<file path="src/rtl/if_fetch_queue_if.sv">
// Fetch-stage bus bundle: redirect input, instruction-memory request/grant/response,
// and the valid/ready path to decode.
interface if_fetch_queue_if #(
    parameter int unsigned XLEN = 32,
    parameter int unsigned ILEN = 32
);
    logic            redirect;
    logic [XLEN-1:0] redirect_pc;
    logic            imem_req;
    logic [XLEN-1:0] imem_addr;
    logic            imem_gnt;
    logic            imem_rvalid;
    logic [ILEN-1:0] imem_rdata;
    logic            id_valid;
    logic            id_ready;
    logic [ILEN-1:0] id_inst;
    logic [XLEN-1:0] id_pc;
    logic [XLEN-1:0] id_npc;
    logic [ILEN-1:0] id_last_inst;

    modport master (
        input  redirect, redirect_pc, imem_gnt, imem_rvalid, imem_rdata, id_ready,
        output imem_req, imem_addr, id_valid, id_inst, id_pc, id_npc, id_last_inst
    );
    modport slave (
        output redirect, redirect_pc, imem_gnt, imem_rvalid, imem_rdata, id_ready,
        input  imem_req, imem_addr, id_valid, id_inst, id_pc, id_npc, id_last_inst
    );
endinterface

</file>
<file path="src/rtl/if_fetch_queue.sv">
// Instruction fetch with a credit-limited prefetch FIFO; redirect flushes the queue and
// discards every response still owed for pre-redirect requests.
module if_fetch_queue #(
    parameter int unsigned     XLEN     = 32,
    parameter int unsigned     ILEN     = 32,
    parameter int unsigned     DEPTH    = 4,
    parameter logic [XLEN-1:0] RESET_PC = '0,
    parameter int unsigned     PC_STEP  = 4,
    parameter logic [ILEN-1:0] BUBBLE   = {ILEN{1'b1}}
) (
    input logic             clk,
    input logic             rst,
    if_fetch_queue_if.master bus
);
    localparam int unsigned PW = (DEPTH > 1) ? $clog2(DEPTH) : 1;
    localparam int unsigned CW = $clog2(DEPTH + 1);
    typedef logic [PW-1:0] ptr_t;
    typedef logic [CW-1:0] cnt_t;

    logic [XLEN-1:0]            fetch_pc_q, fetch_pc_d;
    logic [DEPTH-1:0][ILEN-1:0] inst_q;
    logic [DEPTH-1:0][XLEN-1:0] pc_q;
    logic [DEPTH-1:0][XLEN-1:0] tag_q;
    ptr_t                       rd_q, rd_d, wr_q, wr_d, trd_q, trd_d, twr_q, twr_d;
    cnt_t                       cnt_q, cnt_d, out_q, out_d, drop_q, drop_d;
    logic [ILEN-1:0]            last_q, last_d;
    logic [CW:0]                credits;
    logic                       grant, drop, push, pop;

    // Buffered plus outstanding entries never exceed DEPTH, so a response always has a slot.
    assign credits       = {1'b0, cnt_q} + {1'b0, out_q};
    assign bus.imem_req  = !bus.redirect && (credits < (CW+1)'(DEPTH));
    assign bus.imem_addr = fetch_pc_q;
    assign grant         = bus.imem_req && bus.imem_gnt;
    assign drop          = bus.imem_rvalid && ((drop_q != '0) || bus.redirect);
    assign push          = bus.imem_rvalid && !drop;
    assign pop           = (cnt_q != '0) && bus.id_ready;

    assign bus.id_valid     = (cnt_q != '0);
    assign bus.id_inst      = inst_q[rd_q];
    assign bus.id_pc        = pc_q[rd_q];
    assign bus.id_npc       = pc_q[rd_q] + XLEN'(PC_STEP);
    assign bus.id_last_inst = last_q;

    always_comb begin
        fetch_pc_d = fetch_pc_q;
        rd_d       = rd_q;
        wr_d       = wr_q;
        trd_d      = trd_q;
        twr_d      = twr_q;
        drop_d     = drop_q;
        last_d     = last_q;
        out_d      = out_q + cnt_t'(grant) - cnt_t'(bus.imem_rvalid);
        cnt_d      = cnt_q + cnt_t'(push) - cnt_t'(pop);
        if (grant) begin
            fetch_pc_d = fetch_pc_q + XLEN'(PC_STEP);
            twr_d      = twr_q + ptr_t'(1);
        end
        // Dropped responses still retire their address tag so tags stay aligned.
        if (bus.imem_rvalid) trd_d = trd_q + ptr_t'(1);
        if (drop && drop_q != '0) drop_d = drop_q - cnt_t'(1);
        if (push) wr_d = wr_q + ptr_t'(1);
        if (pop) begin
            rd_d   = rd_q + ptr_t'(1);
            last_d = inst_q[rd_q];
        end
        if (bus.redirect) begin
            // Everything still owed after this cycle's response predates the redirect.
            fetch_pc_d = bus.redirect_pc;
            rd_d       = '0;
            wr_d       = '0;
            cnt_d      = '0;
            drop_d     = out_q - cnt_t'(bus.imem_rvalid);
        end
    end

    always_ff @(posedge clk) begin
        if (rst) begin
            fetch_pc_q <= RESET_PC;
            rd_q       <= '0;
            wr_q       <= '0;
            trd_q      <= '0;
            twr_q      <= '0;
            cnt_q      <= '0;
            out_q      <= '0;
            drop_q     <= '0;
            last_q     <= BUBBLE;
        end else begin
            fetch_pc_q <= fetch_pc_d;
            rd_q       <= rd_d;
            wr_q       <= wr_d;
            trd_q      <= trd_d;
            twr_q      <= twr_d;
            cnt_q      <= cnt_d;
            out_q      <= out_d;
            drop_q     <= drop_d;
            last_q     <= last_d;
        end
    end

    always_ff @(posedge clk) begin
        if (grant) tag_q[twr_q] <= fetch_pc_q;
        if (push) begin
            inst_q[wr_q] <= bus.imem_rdata;
            pc_q[wr_q]   <= tag_q[trd_q];
        end
    end
endmodule
</file>
<file path="src/flat_wrapper.sv">
// flat-port wrapper written by rule: the top's interface ports become plain ports
module if_fetch_queue_flat 
#(
    parameter int unsigned     XLEN     = 32,
    parameter int unsigned     ILEN     = 32,
    parameter int unsigned     DEPTH    = 4,
    parameter logic [XLEN-1:0] RESET_PC = '0,
    parameter int unsigned     PC_STEP  = 4,
    parameter logic [ILEN-1:0] BUBBLE   = {ILEN{1'b1}}
)
  (clk, rst, bus_redirect, bus_redirect_pc, bus_imem_gnt, bus_imem_rvalid, bus_imem_rdata, bus_id_ready, bus_imem_req, bus_imem_addr, bus_id_valid, bus_id_inst, bus_id_pc, bus_id_npc, bus_id_last_inst);
  if_fetch_queue_if #(.XLEN(XLEN), .ILEN(ILEN)) bus_i ();
  input logic clk;
  input logic rst;
  input wire logic [$bits(bus_i.redirect)-1:0] bus_redirect;
  input wire logic [$bits(bus_i.redirect_pc)-1:0] bus_redirect_pc;
  input wire logic [$bits(bus_i.imem_gnt)-1:0] bus_imem_gnt;
  input wire logic [$bits(bus_i.imem_rvalid)-1:0] bus_imem_rvalid;
  input wire logic [$bits(bus_i.imem_rdata)-1:0] bus_imem_rdata;
  input wire logic [$bits(bus_i.id_ready)-1:0] bus_id_ready;
  output wire logic [$bits(bus_i.imem_req)-1:0] bus_imem_req;
  output wire logic [$bits(bus_i.imem_addr)-1:0] bus_imem_addr;
  output wire logic [$bits(bus_i.id_valid)-1:0] bus_id_valid;
  output wire logic [$bits(bus_i.id_inst)-1:0] bus_id_inst;
  output wire logic [$bits(bus_i.id_pc)-1:0] bus_id_pc;
  output wire logic [$bits(bus_i.id_npc)-1:0] bus_id_npc;
  output wire logic [$bits(bus_i.id_last_inst)-1:0] bus_id_last_inst;
  assign bus_i.redirect = bus_redirect;
  assign bus_i.redirect_pc = bus_redirect_pc;
  assign bus_i.imem_gnt = bus_imem_gnt;
  assign bus_i.imem_rvalid = bus_imem_rvalid;
  assign bus_i.imem_rdata = bus_imem_rdata;
  assign bus_i.id_ready = bus_id_ready;
  assign bus_imem_req = bus_i.imem_req;
  assign bus_imem_addr = bus_i.imem_addr;
  assign bus_id_valid = bus_i.id_valid;
  assign bus_id_inst = bus_i.id_inst;
  assign bus_id_pc = bus_i.id_pc;
  assign bus_id_npc = bus_i.id_npc;
  assign bus_id_last_inst = bus_i.id_last_inst;
  if_fetch_queue #(.XLEN(XLEN), .ILEN(ILEN), .DEPTH(DEPTH), .RESET_PC(RESET_PC), .PC_STEP(PC_STEP), .BUBBLE(BUBBLE)) u_core (.clk(clk), .rst(rst), .bus(bus_i));
endmodule
</file>
<file path="config.mk">
export PLATFORM = sky130hd
export DESIGN_NAME = if_fetch_queue_flat
export DESIGN_NICKNAME = d
export VERILOG_FILES = /design/src/rtl/if_fetch_queue_if.sv /design/src/rtl/if_fetch_queue.sv /design/src/flat_wrapper.sv
export SDC_FILE = /design/constraint.sdc
export NUM_CORES = 1
export LEC_CHECK = 0
export ABC_AREA = 1
export BUFFER_PORTS_ARGS = -buffer_cell sky130_fd_sc_hd__buf_4
export CELL_PAD_IN_SITES_DETAIL_PLACEMENT = 1
export CELL_PAD_IN_SITES_GLOBAL_PLACEMENT = 1
export CORE_MARGIN = 5
export CORE_UTILIZATION = 40
export CTS_CLUSTER_DIAMETER = 50
export DETAILED_ROUTE_END_ITERATION = 6
export PLACE_DENSITY_LB_ADDON = 0.1
export RECOVER_POWER = 100
export REMOVE_ABC_BUFFERS = 1
export SLEW_MARGIN = 20
export SYNTH_ARGS = -nofsm -noshare
export SYNTH_HDL_FRONTEND = slang
export SYNTH_SLANG_ARGS = --single-unit
</file>
<file path="constraint.sdc">
create_clock -name clk -period 5.1 [get_ports clk]
set_input_delay 0.255 -clock clk [delete_from_list [all_inputs] [get_ports clk]]
set_output_delay 0.255 -clock clk [all_outputs]
set_load 0.01 [all_outputs]
</file>
[Yosys cells after proc, flatten, opt, wreduce, memory -nomap -nowiden]
Index checks and enable logic that the tools add are counted.
Word-level totals
  register bits after elaboration: 465
  output and inout bits: 162
  word-level logic and storage cells: 74
Cells by class
  add/subtract/negate cells: 13
  order comparisons: 7
  mux-type cells: 17
  reduce and logical (&&, ||, !) cells: 16
Operators with widths (count)
  $bwmux 128: 3
  $mux 32: 7
  $bmux 32 s2: 3
  $demux 32 s2: 2
  $add 32x3->32 const B: 2
  $lt 2x3->1 const B: 4
  $sub 3x1->3: 3
  $add 2x1->2 const B: 4
  $logic_and 1x1->1: 8
  $add 3x1->3: 2
  $mux 3: 2
  $reduce_bool 3->1: 2
  $add 3x3->4: 1
  $ge 2x1->1 const B: 2
  $lt 4x3->1 const B: 1
  $reduce_bool 2->1: 2
  $sub 3x1->3 const B: 1
  $logic_not 1->1: 2
  $reduce_or 2->1: 1
  $logic_or 1x1->1: 1

[Longest topological paths before layout]
Gate-level depths: netlist (run 1).
  word-level depth: 7
  gate-level depth with buffers: 15
  gate-level depth less buffers: 13

[Worst setup path before layout (run 1)]
OpenSTA, ideal clock, no wires.
  path kind: register -> register
  start point: reg u_core.drop_q[0]
  end point: reg u_core.inst_q[0] in the netlist's numbering, enable pin
  arrival: 3540 ps
  data required time: 4614 ps
  setup slack: 1074 ps
  stages on the path, launching flop included: 7
  path buffers: 0
  period minus slack after synthesis: 4026 ps
  path through: dfxtp_1 inv_1 ha_1 nand3_1 nor2_1 inv_1 nor2_1
On the way
  longest elaborated chain between the ends: 5
RTL lines
  from (decl): line if_fetch_queue.sv:25  | cnt_t cnt_q, cnt_d, out_q, out_d, drop_q, drop_d;
  from (signal assigned): line if_fetch_queue.sv:96  | drop_q <= drop_d;
  $reduce_bool 3->1: line if_fetch_queue.sv:35  | assign drop = bus.imem_rvalid && ((drop_q != '0) || bus.redirect);
  $logic_or 1x1->1: line if_fetch_queue.sv:35
  $logic_and 1x1->1: line if_fetch_queue.sv:35
  $logic_not 1->1: line if_fetch_queue.sv:36  | assign push = bus.imem_rvalid && !drop;
  $logic_and 1x1->1: line if_fetch_queue.sv:36
  net u_core.push: line if_fetch_queue.sv:28  | logic grant, drop, push, pop;
  to (signal, indexed assignment): line if_fetch_queue.sv:104  | inst_q[wr_q] <= bus.imem_rdata;
  to (decl): line if_fetch_queue.sv:21  | logic [DEPTH-1:0][ILEN-1:0] inst_q;
The timed path passes the listed nets, and every way through them passes these cells.
A chain may end at the register's enable or synchronous reset.

[Worst setup path after layout (run 1)]
  start point: reg u_core.drop_q[0]
  end point: reg u_core.inst_q[98] in the netlist's numbering, enable pin
The elaborated chain is that of the path after synthesis.

==> summary.txt, run 1 <==
Finish
  • Final #Nets: 2,340
  • Area delta synth->final: 19.3%
  • Fin util: 48.0%
  • Layout cells sized above 1: 7.90%

CTS
  • CTS tree: done
  • Clock root buffer: clkbuf_16
  • Num CTS Buffers: 55
  • Clock Pin Slew Worst Setup and Hold Paths: 0.06 ns
  • Worst-skew pair later-pin latency: 0.58 ns
  • Clock buffer depth: 3
  • CTS H-Tree Depth: 2
  • Clock sinks: 465

Critical path
  • CP endpoint kind: register
  • Startpoint Class: register
  • R2R Path End: u_core.inst_q[98]$_DFFE_PP_
  • R2R depth: 7
  • CP peak stage delay: 2.27 ns
  • Flop-to-flop setup slack: 0.87 ns
  • Critical Path Slowest Stage Cell: nor2_1
  • Worst Path Required: 5.35 ns
  • Critical-path maximum fanout: 36
  • WS Path Type: register to register
  • Critical path buffer and inverter count: 3
  • Critical Path, Cell by Cell: inv_1 > ha_1 > nand3_1 > nor2_1 > inv_1 > nor2_1 > buf_12
  • Instance count on the critical path: 7
  • Family with the most delay on the worst path: simple AND/OR/NAND/NOR gates
  • Arrival time at the worst endpoint: 4.48 ns
  • Worst r2r src: u_core.drop_q[0]$_SDFFE_PP0P_

Global route
  • Vias in the first global route: 15,960
  • Largest net degree at the start of global routing: 134
  • Grt total ovfl: 0
  • First-pass GRT wire length: 88.5 mm
  • GRT busiest layer: met2
  • Met3 usage: 3.29%
  • Antenna violations before repair: 1
  • GR Util met1: 26.4%
  • Gr usage total: 20.6%
  • Grt met2 use: 36.4%

Floorplan
  • Die width: 234 um
  • Core area: 50,000 um2
  • Die Height: 234 um
  • Top Ports: 232
  • DIE AREA: 54,800 um2
  • Starting density of the core: 40.2%
  • Cell row count: 82

Yosys
  • Asr flop ratio synth: 0%
  • Register area share after synthesis: 65.4%
  • Yosys top cell area share: 57.4%
  • Top FF cell, synth: edfxtp_1
  • EDFF count, synth: 384
  • Avg Cell Area, Syn: 10.2 um2
  • Synth Register Bits: 465
  • Count leader, synth: nand2_1
  • Distinct cells, synth: 36
  • Post-Syn Area: 20,100 um2
  • Cell accounting for the most synthesized area: edfxtp_1
  • Synth cell count leaders: nand2_1, edfxtp_1, nor2_1
  • Synth warn: 0
  • Cells after Synth: 1,980
  • Main area contributors after synthesis: edfxtp_1, nand2_1, dfxtp_1, nor2_1, o21ai_0

Timing
  • Fmax: 236 MHz
  • Final min period: 4.23 ns
  • Post-route clock period utilization: 83.0%
  • Final Max Slew Viols: 409
  • Clk_skew: 0.0208 ns
  • Final Setup Violations: 0
  • Setup TNS: 0 ns
  • RSZ-0062 raised after global routing: false
  • Slew @ Worst Pin: 3.26 ns
  • Worst relative slew slack: -117%
  • Setup ws final: 0.869 ns
  • Hold Vio Cnt, Final: 0

Pwr
  • Peak supply drop: 0.253 mV
  • P_leak: 8.92 nW
  • Power Density: 388 nW/um2

Worst hold path
  • Min-Delay Path Depth: 5
  • Min-delay worst type: primary input to register
  • Worst hold endpoint: u_core.bus.imem_addr[24]$_SDFFE_PP0P_
  • Hold wc startpoint: bus_redirect_pc[24]

Placement
  • Final Wtd Congestion: 0.795
  • Port bufs: 231
  • Pre-CTS setup slack: 1.87 ns
  • Detail Placement HPWL: 37.3 mm

Route
  • Via/cell ratio: 5.09
  • # DRC: 0
  • Drt first pass iters: 7
  • Vias: 15,091
  • WL per Instance: 19.3 um
  • DRT iter0 DRCs: 715
  • Final WL: 57.1 mm
  • Antenna viol nets, final: 0

Flow run
  • Maxcap violations: 12

Outcome
  • Status: finished, violations left
  • Violated checks: max-capacitance violations, max-slew violations
-- final cells by class --
class / instances / area, um2
Timing Repair Buffer: 306 / 1800
Clock buffer: 63 / 1450
Antenna cell: 1 / 2.50
Multi-Input combinational cell: 1297 / 5930
Fill cell: 5660 / 26000
Clock inverter: 38 / 328
Inverter: 123 / 469
Sequential cell: 465 / 13200
Tap cell: 672 / 841
-- placed cells by master, fill, tap and decap left out, drive strengths merged --
cell type    count
nor3             3
bufinv           2
a22oi            1
buf             72
nand4           16
dfxtp           81
nand3b           2
clkinv          19
dlygate4sd3     56
clkbuf         241
a21o             1
or2              2
clkinvlp         5
and2             1
fa               2
nand2          538
nor2           273
a21oi           63
edfxtp         384
inv            135
nand3          101
o22ai           66
ha              20
a32oi            1
diode            1
xor2            31
xnor2            1
o21ai          165
a31oi           10
-- sequential cells by signal, summed over array words and instances, names as in the netlist --
| register | cells |
|---|---|
| u_core.out_q | 3 |
| u_core.bus.id_last_inst | 32 |
| u_core.inst_q | 128 |
| u_core.pc_q | 128 |
| u_core.trd_q | 2 |
| u_core.tag_q | 128 |
| u_core.drop_q | 3 |
| u_core.wr_q | 2 |
| u_core.rd_q | 2 |
| u_core.cnt_q | 3 |
| u_core.twr_q | 2 |
| u_core.bus.imem_addr | 32 |
-- routing by layer --
| layer | share of wire, % | vias up | wire length (um) |
|---|---|---|---|
| met5 | 0 | - | 0 |
| met1 | 44 | 7490 | 25000 |
| met4 | 1.9 | 0 | 1100 |
| met2 | 50 | 274 | 28700 |
| met3 | 4.0 | 63 | 2310 |
| li1 | - | 7264 | - |
-- power breakdown --
part	total, W	internal, W	leakage (nW)	switching (W)
Combinational	0.00105	0.000323	3.89	0.000726
Sequential	0.00446	0.00435	4.16	0.000117
Clock	0.00378	0.00218	0.871	0.00161
-- cells by family (layout without fill, tap and decap cells) --
logic type | count (synthesis) | in the layout | synth area share, %
AND/OR/NAND/NOR | 936 | 936 | 18.8
flip-flops | 465 | 465 | 65.4
AO/OA/AOI/OAI | 307 | 307 | 8.16
buffers and inverters | 218 | 530 | 4.71
XOR/XNOR | 32 | 32 | 1.39
adder cells (fa/ha/maj) | 22 | 22 | 1.44
other | 0 | 1 | 0
-- worst reg2reg max path, cell delays in order (launching register included) --
cell and delay (ns):
dfxtp_1 0.32, inv_1 0.08, ha_1 0.19, nand3_1 0.21
nor2_1 0.28, inv_1 0.18, nor2_1 2.27, buf_12 0.33
-- metrics by stage --
stage               instance area (um2)  cells  hold slack, ns  power (W)
floorplan                         19600   1885           0.324    0.00509
global placement                  22400   2807           0.450    0.00564
detailed placement                22400   2807           0.455    0.00568
CTS                               24700   2964         0.00456    0.00952
global route                      24000   2965          0.0251    0.00971
finish                            24000   2965          0.0352    0.00930
-- worst max-delay path by stage --
stage	start	end
floorplan	u_core.rd_q[0]$_SDFFE_PP0P_	bus_id_npc[18]
global placement	u_core.rd_q[0]$_SDFFE_PP0P_	bus_id_npc[14]
detailed placement	u_core.rd_q[0]$_SDFFE_PP0P_	bus_id_npc[30]
CTS	u_core.rd_q[0]$_SDFFE_PP0P_	bus_id_npc[30]
global route	u_core.rd_q[1]$_SDFFE_PP0P_	bus_id_npc[20]
finish	u_core.drop_q[0]$_SDFFE_PP0P_	u_core.inst_q[98]$_DFFE_PP_
-- what timing repair did --
item                                   in CTS  in global routing
hold buffers                               56                  0
gates resized for setup                     0                  0
buffers inserted                            0                  0
endpoints found under the hold margin     153                  0
No activity file was read; power rests on OpenSTA's default activity.
==> inputs of run 2 (changes only) <==
clock period = 3.9 ns   (was 5.1 ns; I/O delays follow)
==> run 2 against run 1 <==
  * The flow still finishes with violations (max-capacitance violations, max-slew violations)
  * Critical path depth grew 5
  * Combinational power grew 32%
  * Count of clock-buffer cells in the layout grew 8
  * Global-route usage grew 0.18 points
  * Largest cell class unchanged
  * Highest routed layer unchanged
==> summary.txt, run 2 (synthesis gave the netlist of run 1 again) <==
Floorplan
  • Starting density of the core: 40.2%
  • DIE AREA: 54,800 um2
  • Die width: 234 um
  • Core area: 50,000 um2
  • Cell row count: 82
  • Top Ports: 232
  • Die Height: 234 um

Outcome
  • Violated checks: max-capacitance violations, max-slew violations
  • Status: finished, violations left

Finish
  • Final #Nets: 2,354
  • Biggest regs: u_core.inst_q (128), u_core.pc_q (128), u_core.tag_q (128)
  • Commonest non-fill, non-tap cell in the layout: nand2_1
  • Fillers: 5,671
  • Most frequent cells in the layout: nand2_1, edfxtp_1, nor2_1
  • Fin util: 48.2%
  • Area delta synth->final: 19.8%
  • ANT cells: 0
  • Layout cells sized above 1: 7.94%

Placement
  • Detail Placement HPWL: 37.8 mm
  • Port bufs: 231
  • Final Wtd Congestion: 0.854

Critical path
  • Arrival time at the worst endpoint: 3.35 ns
  • Critical Path Slowest Stage Cell: dfxtp_4
  • Family with the most delay on the worst path: simple AND/OR/NAND/NOR gates
  • CP dominant cell by count: nand2_1
  • Startpoint Class: register
  • Worst Path Required: 3.70 ns
  • Critical Path, Cell by Cell: buf_4 > nand2_1 > nand2_1 > nand2_1 > nand2_1 > nand2_1 > nor2_1 > nand2_1 > nor2_1 > nand3_1 > nand2_1 > clkbuf_1
  • CP peak stage delay: 0.74 ns
  • WS Path Type: register to output pin
  • Critical path buffer and inverter count: 2
  • Critical-path maximum fanout: 49
  • CP endpoint kind: output pin

CTS
  • CTS H-Tree Depth: 2
  • CTS tree: done
  • # Post-CTS Setup Buffers: 0
  • Clock Pin Slew Worst Setup and Hold Paths: 0.06 ns
  • Num CTS Buffers: 54
  • Worst-skew pair later-pin latency: 0.58 ns
  • Clock sinks: 465
  • Clock buffer depth: 3
  • Clock root buffer: clkbuf_16

Route
  • Drt first pass iters: 5
  • WL per Instance: 19.3 um
  • Final WL: 57.6 mm
  • # DRC: 0
  • DRT iter0 DRCs: 780
  • Via/cell ratio: 5.06
  • Antenna viol nets, final: 0
  • Vias: 15,074

Global route
  • Largest net degree at the start of global routing: 134
  • Gr usage total: 20.7%
  • Vias in the first global route: 15,676
  • Antenna violations before repair: 1
  • First-pass GRT wire length: 89.2 mm
  • Grt total ovfl: 0

Timing
  • Worst relative slew slack: -9.80%
  • Final Max Slew Viols: 71
  • Final min period: 3.54 ns
  • Worst hold slack: 0.0433 ns
  • Clk_skew: 0.0187 ns
  • Fmax: 282 MHz
  • Hold Vio Cnt, Final: 0
  • Post-route clock period utilization: 90.9%
  • Slew @ Worst Pin: 1.65 ns
  • Final Setup Violations: 0
  • RSZ-0062 raised after global routing: false

Flow run
  • Maxcap violations: 2

Pwr
  • Power Density: 504 nW/um2
  • P_leak: 8.97 nW
  • Peak supply drop: 0.302 mV

Worst hold path
  • Min-delay worst type: primary input to register
run 2: changes by cell type in the layout (fill, tap and decap cells not counted), sizes merged:
cell         before  now
buf              72   74
bufinv            2    5
clkbuf          241  255
clkinv           19   17
clkinvlp          5    3
diode             1    0
dlygate4sd3      56   63
inv             135  127
run 2: what timing repair did:
| item | CTS | global route |
|---|---|---|
| setup endpoints to repair | 0 | 1 |
| resized for setup | 0 | 2 |
| hold buffers | 63 | 0 |
| hold endpoints to repair | 160 | 0 |
run 2: power breakdown:
part | internal [W] | switching [W]
Sequential | 0.00568 | 0.000157
Combinational | 0.000428 | 0.000960
Clock | 0.00293 | 0.00198
run 2: cell type report:
type	count	area, um2	share of cell area (%)
clock inverter	29	299	1.24
sequential	465	13200	54.6
clock buffer	71	1440	5.97
inverter	123	474	1.97
tap	672	841	3.49
multi-input combinational	1297	5960	24.8
timing repair buffer	321	1910	7.92
run 2: tightest hold or removal path, delay by kind of cell:
family | cells | cell delay, ns
buffers and inverters | 2 | 0.12
and+or+nand+nor | 1 | 0.06
AOI/OAI and AO/OA | 2 | 0.21
run 2: per-layer routing:
layer	global-route usage, %	part of all wire (%)	up-vias
li1	-	-	7305
met1	27.6	45	7412
met2	35.6	49	279
met3	2.85	3.6	78
met4	5.95	2.3	0
met5	0	0	-
run 2: metrics by stage:
step                      cells  area, um2  power (W)  setup TNS [ns]  setup WS [ns]
final                      2978      24100     0.0121               0          0.356
after global routing       2978      24100     0.0127               0         0.0766
after CTS                  2978      24800     0.0124               0          0.196
after detailed placement   2815      22500    0.00744               0          0.852
after global placement     2815      22500    0.00738               0          0.918
after floorplan            1885      19600    0.00666          -60.08         -0.813
run 2: final timing paths:
kind / depth (start not counted) / slack, ns / start / endpoint
setup reg to reg: 12 / 0.45 / u_core.cnt_q[1]$_SDFF_PP0_ / u_core.cnt_q[2]$_SDFF_PP0_
hold / removal: 5 / 0.04 / bus_redirect_pc[21] / u_core.bus.imem_addr[21]$_SDFFE_PP0P_
setup / recovery: 12 / 0.36 / u_core.rd_q[0]$_SDFFE_PP0P_ / bus_id_npc[27]
hold reg to reg: 2 / 0.47 / u_core.bus.id_last_inst[29]$_SDFFE_PP1P_ / u_core.bus.id_last_inst[29]$_SDFFE_PP1P_
==> inputs of run 3 (changes only) <==
HOLD_SLACK_MARGIN = 0.12   (was default)
==> run 3 against run 2 <==
  * Largest cell class unchanged
  * The run still ends with max-capacitance violations, max-slew violations left
  * Utilization increased by 0.29 points
  * Critical endpoint unchanged
  * Wire length increased by 0.27%
  * Flip-flop and latch count unchanged
  * Via count increased by 0.75%
==> summary.txt, run 3 (synthesis gave the netlist of run 1 again) <==
Outcome
  • Status: finished, violations left
  • Violated checks: max-capacitance violations, max-slew violations

Global route
  • First-pass GRT wire length: 89.6 mm
  • Gr usage total: 20.8%
  • Antenna violations before repair: 1
  • Vias in the first global route: 15,807
  • Grt total ovfl: 0
  • Largest net degree at the start of global routing: 134

Pwr
  • Peak supply drop: 0.303 mV
  • Switch share: 25.5%
  • Clk network pwr share: 40.4%
  • Power Density: 502 nW/um2
  • Sw Pwr: 0.00310 W
  • Pint: 0.00906 W
  • Seq pwr share: 48.0%
  • Comb power frac: 11.5%
  • P_leak: 9.02 nW

Floorplan
  • Cell row count: 82
  • Top Ports: 232
  • Starting density of the core: 40.2%
  • Die Height: 234 um
  • DIE AREA: 54,800 um2
  • Core area: 50,000 um2
  • Die width: 234 um

Critical path
  • Critical-path maximum fanout: 49
  • Arrival time at the worst endpoint: 3.34 ns
  • CP endpoint kind: output pin
  • Worst Path Required: 3.70 ns
  • Flop-to-flop setup slack: 0.46 ns
  • Startpoint Class: register
  • WS Path Type: register to output pin

Route
  • Final WL: 57.7 mm
  • WL per Instance: 19.3 um
  • Via/cell ratio: 5.07
  • # DRC: 0
  • Drt first pass iters: 5
  • Vias: 15,187
  • Antenna viol nets, final: 0
  • DRT iter0 DRCs: 774

CTS
  • Clock root buffer: clkbuf_16
  • CTS H-Tree Depth: 2
  • Clock buffer depth: 3
  • Worst-skew pair later-pin latency: 0.59 ns
  • Clock Pin Slew Worst Setup and Hold Paths: 0.06 ns
  • # Post-CTS Setup Buffers: 0
  • Clock sinks: 465
  • Num CTS Buffers: 54
  • CTS tree: done

Finish
  • Fillers: 5,667
  • Biggest regs: u_core.inst_q (128), u_core.pc_q (128), u_core.tag_q (128)
  • Area taken by multi-input logic gates: 5960 um2
  • Commonest non-fill, non-tap cell in the layout: nand2_1
  • Fin util: 48.5%
  • Sequential Area: 13,200 um2
  • Layout cells sized above 1: 7.84%
  • Most frequent cells in the layout: nand2_1, edfxtp_1, nor2_1
  • Area delta synth->final: 20.5%
  • Final #Nets: 2,369
  • ANT cells: 0

Timing
  • Clk_skew: 0.0200 ns
  • Worst relative slew slack: -8.30%
  • Final Max Slew Viols: 72
  • Final min period: 3.53 ns
  • RSZ-0062 raised after global routing: false
  • Setup TNS: 0 ns
  • Post-route clock period utilization: 90.6%
  • Final Setup Violations: 0
  • Hold Vio Cnt, Final: 0
  • Fmax: 283 MHz
  • Slew @ Worst Pin: 1.62 ns

Flow run
  • Maxcap violations: 2

Worst hold path
  • Min-delay worst type: primary input to register

Placement
  • Detail Placement HPWL: 37.8 mm
  • Final Wtd Congestion: 0.854
  • Port bufs: 231
-- run 3: critical path, stage by stage (launching register included) --
cell and delay (ns):
dfxtp_4 0.73, buf_4 0.44, nand2_1 0.12, nand2_1 0.09, nand2_1 0.05, nand2_1 0.28, nand2_1 0.15, nor2_1 0.20
nand2_1 0.12, nor2_1 0.15, nand3_1 0.09, nand2_1 0.13, clkbuf_1 0.18
-- run 3: final timing paths --
check	cells past startpoint	to	start
max	12	bus_id_npc[27]	u_core.rd_q[0]$_SDFFE_PP0P_
min	2	u_core.bus.imem_addr[16]$_SDFFE_PP0P_	rst
max reg2reg	12	u_core.cnt_q[2]$_SDFF_PP0_	u_core.cnt_q[1]$_SDFF_PP0_
min reg2reg	2	u_core.bus.id_last_inst[29]$_SDFFE_PP1P_	u_core.bus.id_last_inst[29]$_SDFFE_PP1P_
-- run 3: final cells by class --
type / count / share of cell area (%)
flip-flops and latches: 465 / 54.3
multi-input cells: 1297 / 24.6
repair buffers: 336 / 8.48
clock buffers: 71 / 5.93
well taps: 672 / 3.47
inverters: 123 / 1.96
clock inverters: 29 / 1.23
-- run 3: per-layer routing --
layer  vias up  track usage [%]  wire (um)
met4         0             6.00       1380
met2       297             35.9      28200
li1       7335                -          -
met5         -                0          0
met3        82             2.88       2120
met1      7473             27.6      26000
-- run 3: power groups by stage --
stage	sequential [W]	clock [W]	combinational, W
finish	0.00584	0.00491	0.00140
global route	0.00586	0.00527	0.00157
CTS	0.00584	0.00503	0.00157
detailed placement	0.00594	0	0.00149
global placement	0.00593	0	0.00145
floorplan	0.00594	0	0.000726
-- run 3: what timing repair did --
action / 4_1_cts / 5_1_grt
hold buffers: 78 / 0
endpoints found under the hold margin: 166 / 0
resized for setup: 0 / 2
setup endpoints to repair: 0 / 1
-- run 3: stage by stage --
step	total power, W	std cells	worst slack [ns]	instance area (um2)	hold WS [ns]
floorplan	0.00666	1885	-0.813	19600	0.264
global placement	0.00738	2815	0.918	22500	0.395
detailed placement	0.00744	2815	0.852	22500	0.399
CTS	0.0124	2993	0.196	25000	0.125
global route	0.0127	2993	0.0766	24200	0.158
finish	0.0122	2993	0.368	24200	0.131
